[config.mk]
export PLATFORM = sky130hd
export DESIGN_NAME = div_ctrl
export DESIGN_NICKNAME = d
export VERILOG_FILES = /design/src/rtl/div_ctrl.sv
export SDC_FILE = /design/constraint.sdc
export NUM_CORES = 1
export LEC_CHECK = 0
export CORE_ASPECT_RATIO = 1.25
export CORE_MARGIN = 1
export CORE_UTILIZATION = 47
export CTS_BUF_LIST = sky130_fd_sc_hd__clkbuf_16
export CTS_CLUSTER_DIAMETER = 120
export DETAILED_ROUTE_END_ITERATION = 16
export GPL_ROUTABILITY_DRIVEN = 0
export PLACE_DENSITY = 0.92
export SLEW_MARGIN = 10
export SYNTH_ARGS = -nofsm -noshare
export SYNTH_HDL_FRONTEND = slang
export SYNTH_SLANG_ARGS = --single-unit
[constraint.sdc]
create_clock -name clk -period 3.41 [get_ports clk]
set_input_delay 0.5115 -clock clk [delete_from_list [all_inputs] [get_ports clk]]
set_output_delay 0.5115 -clock clk [all_outputs]
set_load 0.05 [all_outputs]
[src/rtl/div_ctrl.sv]
// div_ctrl: signed-divide front end for an unsigned multi-cycle divider, with divide-by-zero, overflow and timeout handling
module div_ctrl #(
  parameter int TIMEOUT = 40
) (
  input  logic        clk,
  input  logic        rst,
  input  logic        in_valid,
  output logic        in_ready,
  input  logic [31:0] in_dividend,
  input  logic [31:0] in_divisor,
  output logic        div_start,
  output logic [31:0] div_dividend,
  output logic [31:0] div_divisor,
  input  logic        div_busy,
  input  logic [31:0] div_quotient,
  input  logic [31:0] div_remainder,
  output logic        out_valid,
  input  logic        out_ready,
  output logic [31:0] out_quotient,
  output logic [31:0] out_remainder,
  output logic [2:0]  out_flags
);
  localparam int CW = $clog2(TIMEOUT + 1);
  typedef enum logic [1:0] {IDLE, START, WAIT, DONE} state_t;
  state_t state_q, state_d;
  logic [31:0] dvd_q, dvd_d, dvs_q, dvs_d, quo_q, quo_d, rem_q, rem_d;
  logic [2:0] flg_q, flg_d;
  logic qn_q, qn_d, rn_q, rn_d, seen_q, seen_d;
  logic [CW-1:0] cnt_q, cnt_d;
  logic xfer, fin, tout, ovf;
  assign xfer = in_valid & in_ready;
  assign fin = seen_q & ~div_busy;
  assign tout = cnt_q == CW'(TIMEOUT - 1);
  // only -2^31 / -1 yields a positive magnitude with bit 31 set
  assign ovf = div_quotient[31] & ~qn_q;
  always_ff @(posedge clk) begin
    if (rst) begin
      state_q <= IDLE;
      dvd_q <= '0;
      dvs_q <= '0;
      quo_q <= '0;
      rem_q <= '0;
      flg_q <= '0;
      qn_q <= 1'b0;
      rn_q <= 1'b0;
      seen_q <= 1'b0;
      cnt_q <= '0;
    end else begin
      state_q <= state_d;
      dvd_q <= dvd_d;
      dvs_q <= dvs_d;
      quo_q <= quo_d;
      rem_q <= rem_d;
      flg_q <= flg_d;
      qn_q <= qn_d;
      rn_q <= rn_d;
      seen_q <= seen_d;
      cnt_q <= cnt_d;
    end
  end
  always_comb begin
    state_d = state_q;
    case (state_q)
      IDLE:    if (xfer) state_d = (in_divisor == '0) ? DONE : START;
      START:   state_d = WAIT;
      WAIT:    if (fin || tout) state_d = DONE;
      DONE:    if (out_ready) state_d = IDLE;
      default: state_d = IDLE;
    endcase
  end
  always_comb begin
    in_ready = state_q == IDLE;
    div_start = state_q == START;
    out_valid = state_q == DONE;
  end
  always_comb begin
    dvd_d = dvd_q;
    dvs_d = dvs_q;
    quo_d = quo_q;
    rem_d = rem_q;
    flg_d = flg_q;
    qn_d = qn_q;
    rn_d = rn_q;
    seen_d = seen_q;
    cnt_d = cnt_q;
    if (xfer) begin
      dvd_d = in_dividend[31] ? -in_dividend : in_dividend;
      dvs_d = in_divisor[31] ? -in_divisor : in_divisor;
      qn_d = in_dividend[31] ^ in_divisor[31];
      rn_d = in_dividend[31];
      seen_d = 1'b0;
      cnt_d = '0;
      if (in_divisor == '0) begin
        quo_d = in_dividend[31] ? 32'h8000_0000 : 32'h7FFF_FFFF;
        rem_d = in_dividend;
        flg_d = 3'b001;
      end
    end else if (state_q == WAIT) begin
      seen_d = seen_q | div_busy;
      cnt_d = cnt_q + 1'b1;
      if (fin) begin
        quo_d = ovf ? 32'h7FFF_FFFF : (qn_q ? -div_quotient : div_quotient);
        rem_d = rn_q ? -div_remainder : div_remainder;
        flg_d = {1'b0, ovf, 1'b0};
      end else if (tout) begin
        quo_d = '0;
        rem_d = '0;
        flg_d = 3'b100;
      end
    end
  end
  assign div_dividend = dvd_q;
  assign div_divisor = dvs_q;
  assign out_quotient = quo_q;
  assign out_remainder = rem_q;
  assign out_flags = flg_q;
endmodule

==> metrics.yaml, run 1 <==
status: "complete, no violations"
route.detailed.drc: 0
cts_resized: 0
powerDensity_mw_per_mm2: 527
ys_types: 55
grtUsageTotal_pct: 30.9
fmax_ghz: 0.334
period_needed_ns: 2.99
pwr-share-seq_pct: 32.3
antenna_found_initial: 0
synthFlopType: "dfxtp_1"
grt_max_degree: 115
synth_compound_area_share_pct: 22.6
grt_pass1_vias: 8650
nets: 1399
die_x_um: 120
drt_iter0_drc: 855
rsz0062_at_grt: "no"
maxSlewHeadroom_pct: 35.2
grt-ovfl-total: 0
cts_sinks: 142
ant_nets: 0
portBuffers: 266
cts_tree: "yes"
die_area_mm2: 0.0180
wl_um: 28000
grt_pass1_wl_um: 43600
syn-num-nets: 1150
core_area_mm2: 0.0169
hold_viol: 0
worst_slew_pin_slew_ns: 0.971
final_max_slew_viol_count: 0
cts_hold_buffers: 0
skew_ns: 0.00995
cts-root-buf: "clkbuf_16"
crit_required_ns: 3.74
synth-seq-area-share_pct: 34.7
total_power_mw: 6.19
cp.arrival_ns: 3.32
p_sw_share_pct: 39.8
fin_hold_ws_ns: 0.455
dpl.hpwl_um: 20400
vias_per_cell: 5.98
start_util_pct: 48.5
cap_violations: 0
final_layout_size_suffix_gt1_share_pct: 9.21
synth.area.mux_share_pct: 0.366
synth_edf_count: 0
numCtsBuffers: 17
ios: 267
comb_power_share_pct: 38.0
clk_pin_slew_worst_paths_ns: 0.07
setup_viol: 0
post_cts_buffers: 0
synthXorXnorAreaFrac_pct: 12.8
drt_pass1_iterations: 5
vdd_drop_max_v: 0.000337
synth_cells: 1008
clkPwrFrac_pct: 29.7
synthAdderAreaFrac_pct: 1.37
power.internal_mw: 3.73
endpoint_kind: "flip-flop"
fin_crit_sh_pct: 87.7
core.rowCount: 53
p_leak_nw: 4.03
synth_simple_gate_area_share_pct: 23.5
async_flop_share_pct: 0
fin_util_pct: 69.5
ctsHtreeMaxLevel: 4
syn2layout_area_growth_pct: 43.3
clock_latency_ns: 0.43
clockBufferDepth: 2
synth_top_family_by_area: "simple AND/OR/NAND/NOR gates"
critPathMaxFanout: 15
wl_per_cell_um: 18.8
min_path_type: "flip-flop to flip-flop"
crit_type: "primary input to flip-flop"
cp-start-kind: "primary input"
p_sw_mw: 2.46
fp.dieH_um: 150
yosysWarnings: 0
synth_area_mm2: 0.00820
avgSynthCellArea_um2: 8.13
synth_seq_cells: 142
vias: 8907
diodes: 0
-- state kept, by name (all words and copies together), names as in the netlist --
signal	flops
rn_q	1
state_q	2
cnt_q	6
qn_q	1
out_flags	3
seen_q	1
out_remainder	32
div_dividend	32
div_divisor	32
out_quotient	32
-- synth_stat cells, types with 5 or more instances --
master | instances | share of area, %
or4_4 | 6 | 0.82
or2_2 | 8 | 0.61
or3_1 | 12 | 0.92
a211oi_1 | 67 | 6.1
xnor2_1 | 53 | 5.7
or4_1 | 11 | 1.0
nor2b_1 | 5 | 0.38
nor4_1 | 17 | 1.3
a21oi_1 | 32 | 2.0
a22oi_1 | 10 | 0.92
a221oi_2 | 7 | 1.3
clkbuf_1 | 64 | 2.9
nand3_1 | 11 | 0.67
buf_4 | 5 | 0.46
nand2b_1 | 10 | 0.76
o31ai_1 | 26 | 2.4
dfxtp_1 | 142 | 35
buf_2 | 5 | 0.31
nand2_1 | 64 | 2.9
ha_1 | 9 | 1.4
a221oi_1 | 10 | 1.1
nor2_1 | 134 | 6.1
o41ai_1 | 20 | 2.1
nor3_1 | 59 | 3.6
inv_1 | 17 | 0.78
nand4_1 | 7 | 0.53
o21ai_0 | 53 | 3.2
nor3_2 | 11 | 1.3
o21ai_1 | 11 | 0.67
xor2_1 | 67 | 7.2
o221ai_1 | 6 | 0.64
-- worst paths after layout --
kind / startpoint / endpoint / slack [ns] / cells past startpoint
setup / recovery: in_divisor[8] / out_quotient[19] / 0.42 / 8
setup reg to reg: state_q[0] / out_remainder[20] / 0.89 / 7
hold reg to reg: div_dividend[26] / div_dividend[26] / 0.45 / 2
hold / removal: div_dividend[26] / div_dividend[26] / 0.45 / 2
-- area by class of cell --
class	instances	area, µm²
fillers	1299	5160
multi-input cells	772	4980
repair buffers	307	3020
flip-flops and latches	142	2840
clock buffers	17	425
well taps	220	275
clock inverters	15	148
inverters	17	63.8
-- cell families (layout without fill, tap and decap cells) --
family,Yosys count,count (layout)
buf+inv,94,356
mux,3,3
fa+ha+maj,9,9
compound gates,262,262
xor+xnor,120,120
simple gates,378,378
flops,142,142
-- power groups by stage --
| stage | logic (mW) | registers (mW) | clock network (mW) |
|---|---|---|---|
| after floorplan | 0.916 | 2.60 | 0 |
| after global placement | 2.28 | 2.02 | 0 |
| after detailed placement | 2.33 | 2.03 | 0 |
| after CTS | 2.35 | 2.00 | 1.84 |
| after global routing | 2.49 | 2.02 | 1.93 |
| final | 2.35 | 2.00 | 1.84 |
-- cell usage in the layout (no fill, tap or decap), types with 9 or more instances in the layout --
master and instances:
clkdlybuf4s50_1 265, dfxtp_1 142, nor2_1 133, a211oi_1 67, xor2_1 67, nand2_1 64
nor3_1 59, xnor2_1 53, o21ai_0 53, buf_4 38, a21oi_1 32, o31ai_1 26
o41ai_1 20, inv_1 17, nor4_1 17, clkbuf_16 17, or3_1 12, or4_1 11
nand3_1 11, o21ai_1 11, nor3_2 11, nand2b_1 10, a221oi_1 10, a22oi_1 10
or2_2 9, ha_1 9
-- metal layers --
metal | vias to the layer above | track usage, % | routed length, µm
li1 | 4186 | - | -
met1 | 4166 | 35.9 | 10800
met2 | 445 | 52.8 | 13800
met3 | 110 | 5.98 | 2080
met4 | 0 | 17.5 | 1410
met5 | - | 0 | 0
-- through the flow --
step	worst slack (ns)	TNS, ns	cell area, µm²	std cells
floorplan	0.589	0	8200	1008
global placement	0.0767	0	11200	1458
detailed placement	-0.00860	-0.00860	11200	1458
CTS	0.426	0	11700	1490
global route	0.280	0	11700	1490
finish	0.419	0	11700	1490
-- critical path, cell delays in order --
cell and delay, ns:
clkdlybuf4s50_1 0.42, or4_4 0.56, or4_4 0.55, nor4_4 0.46, or2_2 0.26, buf_4 0.23, nor2_1 0.06, a211oi_1 0.25
Power figures use the tool's default switching activity.
==> run 2, diff against run 1 <==
--- a/config.mk
+++ b/config.mk
@@ -5,11 +5,13 @@
 export SDC_FILE = /design/constraint.sdc
 export NUM_CORES = 1
 export LEC_CHECK = 0
+export CAP_MARGIN = 20
 export CORE_ASPECT_RATIO = 1.25
 export CORE_MARGIN = 1
 export CORE_UTILIZATION = 47
 export CTS_BUF_LIST = sky130_fd_sc_hd__clkbuf_16
 export CTS_CLUSTER_DIAMETER = 120
+export CTS_CLUSTER_SIZE = 25
 export DETAILED_ROUTE_END_ITERATION = 16
 export GPL_ROUTABILITY_DRIVEN = 0
 export PLACE_DENSITY = 0.92
==> results of run 2 <==
Same layout as run 1: the final DEF is identical, and so are final timing and power.
==> run 3, diff against run 2 <==
--- a/config.mk
+++ b/config.mk
@@ -5,6 +5,7 @@
 export SDC_FILE = /design/constraint.sdc
 export NUM_CORES = 1
 export LEC_CHECK = 0
+export ABC_CLOCK_PERIOD_IN_PS = 3150
 export CAP_MARGIN = 20
 export CORE_ASPECT_RATIO = 1.25
 export CORE_MARGIN = 1
==> constraint.sdc (replaced) <==
create_clock -name clk -period 3.15 [get_ports clk]
set_input_delay 0.4725 -clock clk [delete_from_list [all_inputs] [get_ports clk]]
set_output_delay 0.4725 -clock clk [all_outputs]
set_load 0.05 [all_outputs]
==> run 3 against run 2 <==
Utilization up 1.0 points. Setup slack worse by 0.14 ns. First-iteration DRC count down 4.0%. Die area unchanged. Wire length down 1.8%. Register-to-register slack worse by 0.20 ns. Via count down 0.19%.
==> metrics.yaml, run 3 (synthesized netlist as in run 1, its figures left out) <==
cap_violations: 0  # unchanged
hp-start: "div_dividend[16]"  # was div_dividend[26]
fin_crit_sh_pct: 91.3
diodes: 0  # unchanged
vdd_drop_max_v: 0.000363  # was 0.000337 V
final_cell_mix: "clkdlybuf4s50_1 (265), dfxtp_1 (142), nor2_1 (133)"  # unchanged
cts_resized: 0  # unchanged
cts_hold_buffers: 0  # unchanged
dp_worst_setup_slack_ns: -0.0931  # was -0.00860 ns
fill_cells: 1232  # was 1299
fin_util_pct: 70.5  # was 69.5%
p_sw_mw: 2.58  # was 2.46 mW
final_max_slew_viol_count: 0  # unchanged
drt_pass1_iterations: 8  # was 5
grt_max_degree: 61  # was 115
fp.dieH_um: 150  # unchanged
clk_pin_slew_worst_paths_ns: 0.06  # was 0.07 ns
crit_type: "primary input to flip-flop"  # unchanged
numCtsBuffers: 17  # unchanged
status: "complete, no violations"  # unchanged
dpl.hpwl_um: 20500  # was 20400 µm
clkPwrFrac_pct: 27.7  # was 29.7%
cts_sinks: 142  # unchanged
setup_ws_ns: 0.275  # was 0.419 ns
crit_required_ns: 3.48  # was 3.74 ns
post_cts_buffers: 0  # unchanged
ios: 267  # unchanged
fmax_ghz: 0.348
wl_per_cell_um: 18.1  # was 18.8 µm
vias_per_cell: 5.85  # was 5.98
syn2layout_area_growth_pct: 45.4  # was 43.3%
design_area_mm2: 0.0119  # was 0.0117 mm²
ant_nets: 0  # unchanged
min_path_type: "flip-flop to flip-flop"  # unchanged
grt-ovfl-total: 0  # unchanged
endpoint_kind: "flip-flop"  # unchanged
ctsHtreeMaxLevel: 4  # unchanged
total_power_mw: 6.53  # was 6.19 mW
wl_um: 27500  # was 28000 µm
cts-root-buf: "clkbuf_16"  # unchanged
dp_cells: 1487  # was 1458
power.internal_mw: 3.94  # was 3.73 mW
cp-start-kind: "primary input"  # unchanged
final_layout_size_suffix_gt1_share_pct: 11.2  # was 9.21%
powerDensity_mw_per_mm2: 547  # was 527 mW/mm²
antenna_found_initial: 0  # unchanged
clock_latency_ns: 0.43  # about the same
die_x_um: 120  # unchanged
placed_area_mm2: 0.0114  # was 0.0112 mm²
die_area_mm2: 0.0180  # unchanged
grt_pass1_wl_um: 43700  # was 43600 µm
whs_endpoint: "div_dividend[16]"  # was div_dividend[26]
tns_ns: 0  # unchanged
p_sw_share_pct: 39.6  # was 39.8%
final_cells: 1520  # was 1490
clockBufferDepth: 2  # unchanged
pwr-share-seq_pct: 33.0  # was 32.3%
critPathMaxFanout: 7  # was 15
cp.arrival_ns: 3.20  # was 3.32 ns
final_common_cell: "clkdlybuf4s50_1"  # unchanged
comb_power_share_pct: 39.3  # was 38.0%
period_needed_ns: 2.88
start_util_pct: 48.5  # unchanged
skew_ns: 0.0111  # was 0.00995 ns
grt_pass1_vias: 8726  # was 8650
vias: 8890  # was 8907
setup_viol: 0  # unchanged
fin_hold_ws_ns: 0.455  # about the same
reg2reg_slack_ns: 0.69  # was 0.89 ns
cts_tree: "yes"  # unchanged
rr_endpoint: "out_quotient[14]"  # was out_remainder[20]
portBuffers: 266  # unchanged
core_area_mm2: 0.0169  # unchanged
hold_viol: 0  # unchanged
maxSlewHeadroom_pct: 54.9  # was 35.2%
nets: 1429  # was 1399
reg2reg_from: "state_q[0]"  # unchanged
hold_depth: 2  # unchanged
route.detailed.drc: 0  # unchanged
rr_worst_depth: 9  # was 7
drt_iter0_drc: 821  # was 855
worst_slew_pin_slew_ns: 0.677  # was 0.971 ns
rsz0062_at_grt: "no"  # unchanged
core.rowCount: 53  # unchanged
grtUsageTotal_pct: 30.7  # was 30.9%
p_leak_nw: 4.15  # was 4.03 nW
-- run 3: cell types whose count changed in the layout (fill, tap and decap cells not counted) --
cell	delta
buf_12	-1
clkinvlp_4	+3
buf_8	+1
clkinv_2	+2
buf_4	+30
inv_1	+2
inv_6	-5
bufinv_16	-1
clkinv_4	+1
inv_8	-2
-- run 3: how the worst max path moves through the flow --
| stage | slack (ns) | endpoint | from |
|---|---|---|---|
| floorplan | 0.37 | div_dividend[28] | in_dividend[6] |
| global placement | -0.04 | div_dividend[28] | in_dividend[6] |
| detailed placement | -0.09 | div_divisor[30] | in_divisor[8] |
| CTS | 0.30 | out_quotient[14] | in_divisor[8] |
| global route | 0.19 | div_divisor[30] | in_divisor[8] |
| finish | 0.27 | div_divisor[30] | in_divisor[8] |
-- run 3: critical path: stages --
cell	delay, ns
clkdlybuf4s50_1	0.42
or4_4	0.56
or4_4	0.53
buf_4	0.16
or2_1	0.31
o41ai_1	0.36
xor2_1	0.14
a211oi_1	0.25
-- run 3: power groups by stage --
stage / sequential (mW) / combinational [mW] / clock (mW)
CTS: 2.17 / 2.54 / 1.82
finish: 2.15 / 2.57 / 1.81
detailed placement: 2.20 / 2.53 / 0
global route: 2.18 / 2.74 / 1.90
global placement: 2.19 / 2.48 / 0
floorplan: 2.82 / 0.991 / 0
-- run 3: routing by layer --
layer,wire [µm],global-route usage [%]
met3,2110,6.63
met2,13700,52.8
met4,1230,16.4
met5,0,0
met1,10500,35.6
-- run 3: final cells by class --
type                    instances  area, µm²  share of cell area (%)
multi-input cells             772       4980                    41.7
repair buffers                337       3240                    27.2
flip-flops and latches        142       2840                    23.8
clock buffers                  17        425                    3.57
well taps                     220        275                    2.31
clock inverters                15        100                   0.840
inverters                      17       63.8                   0.535
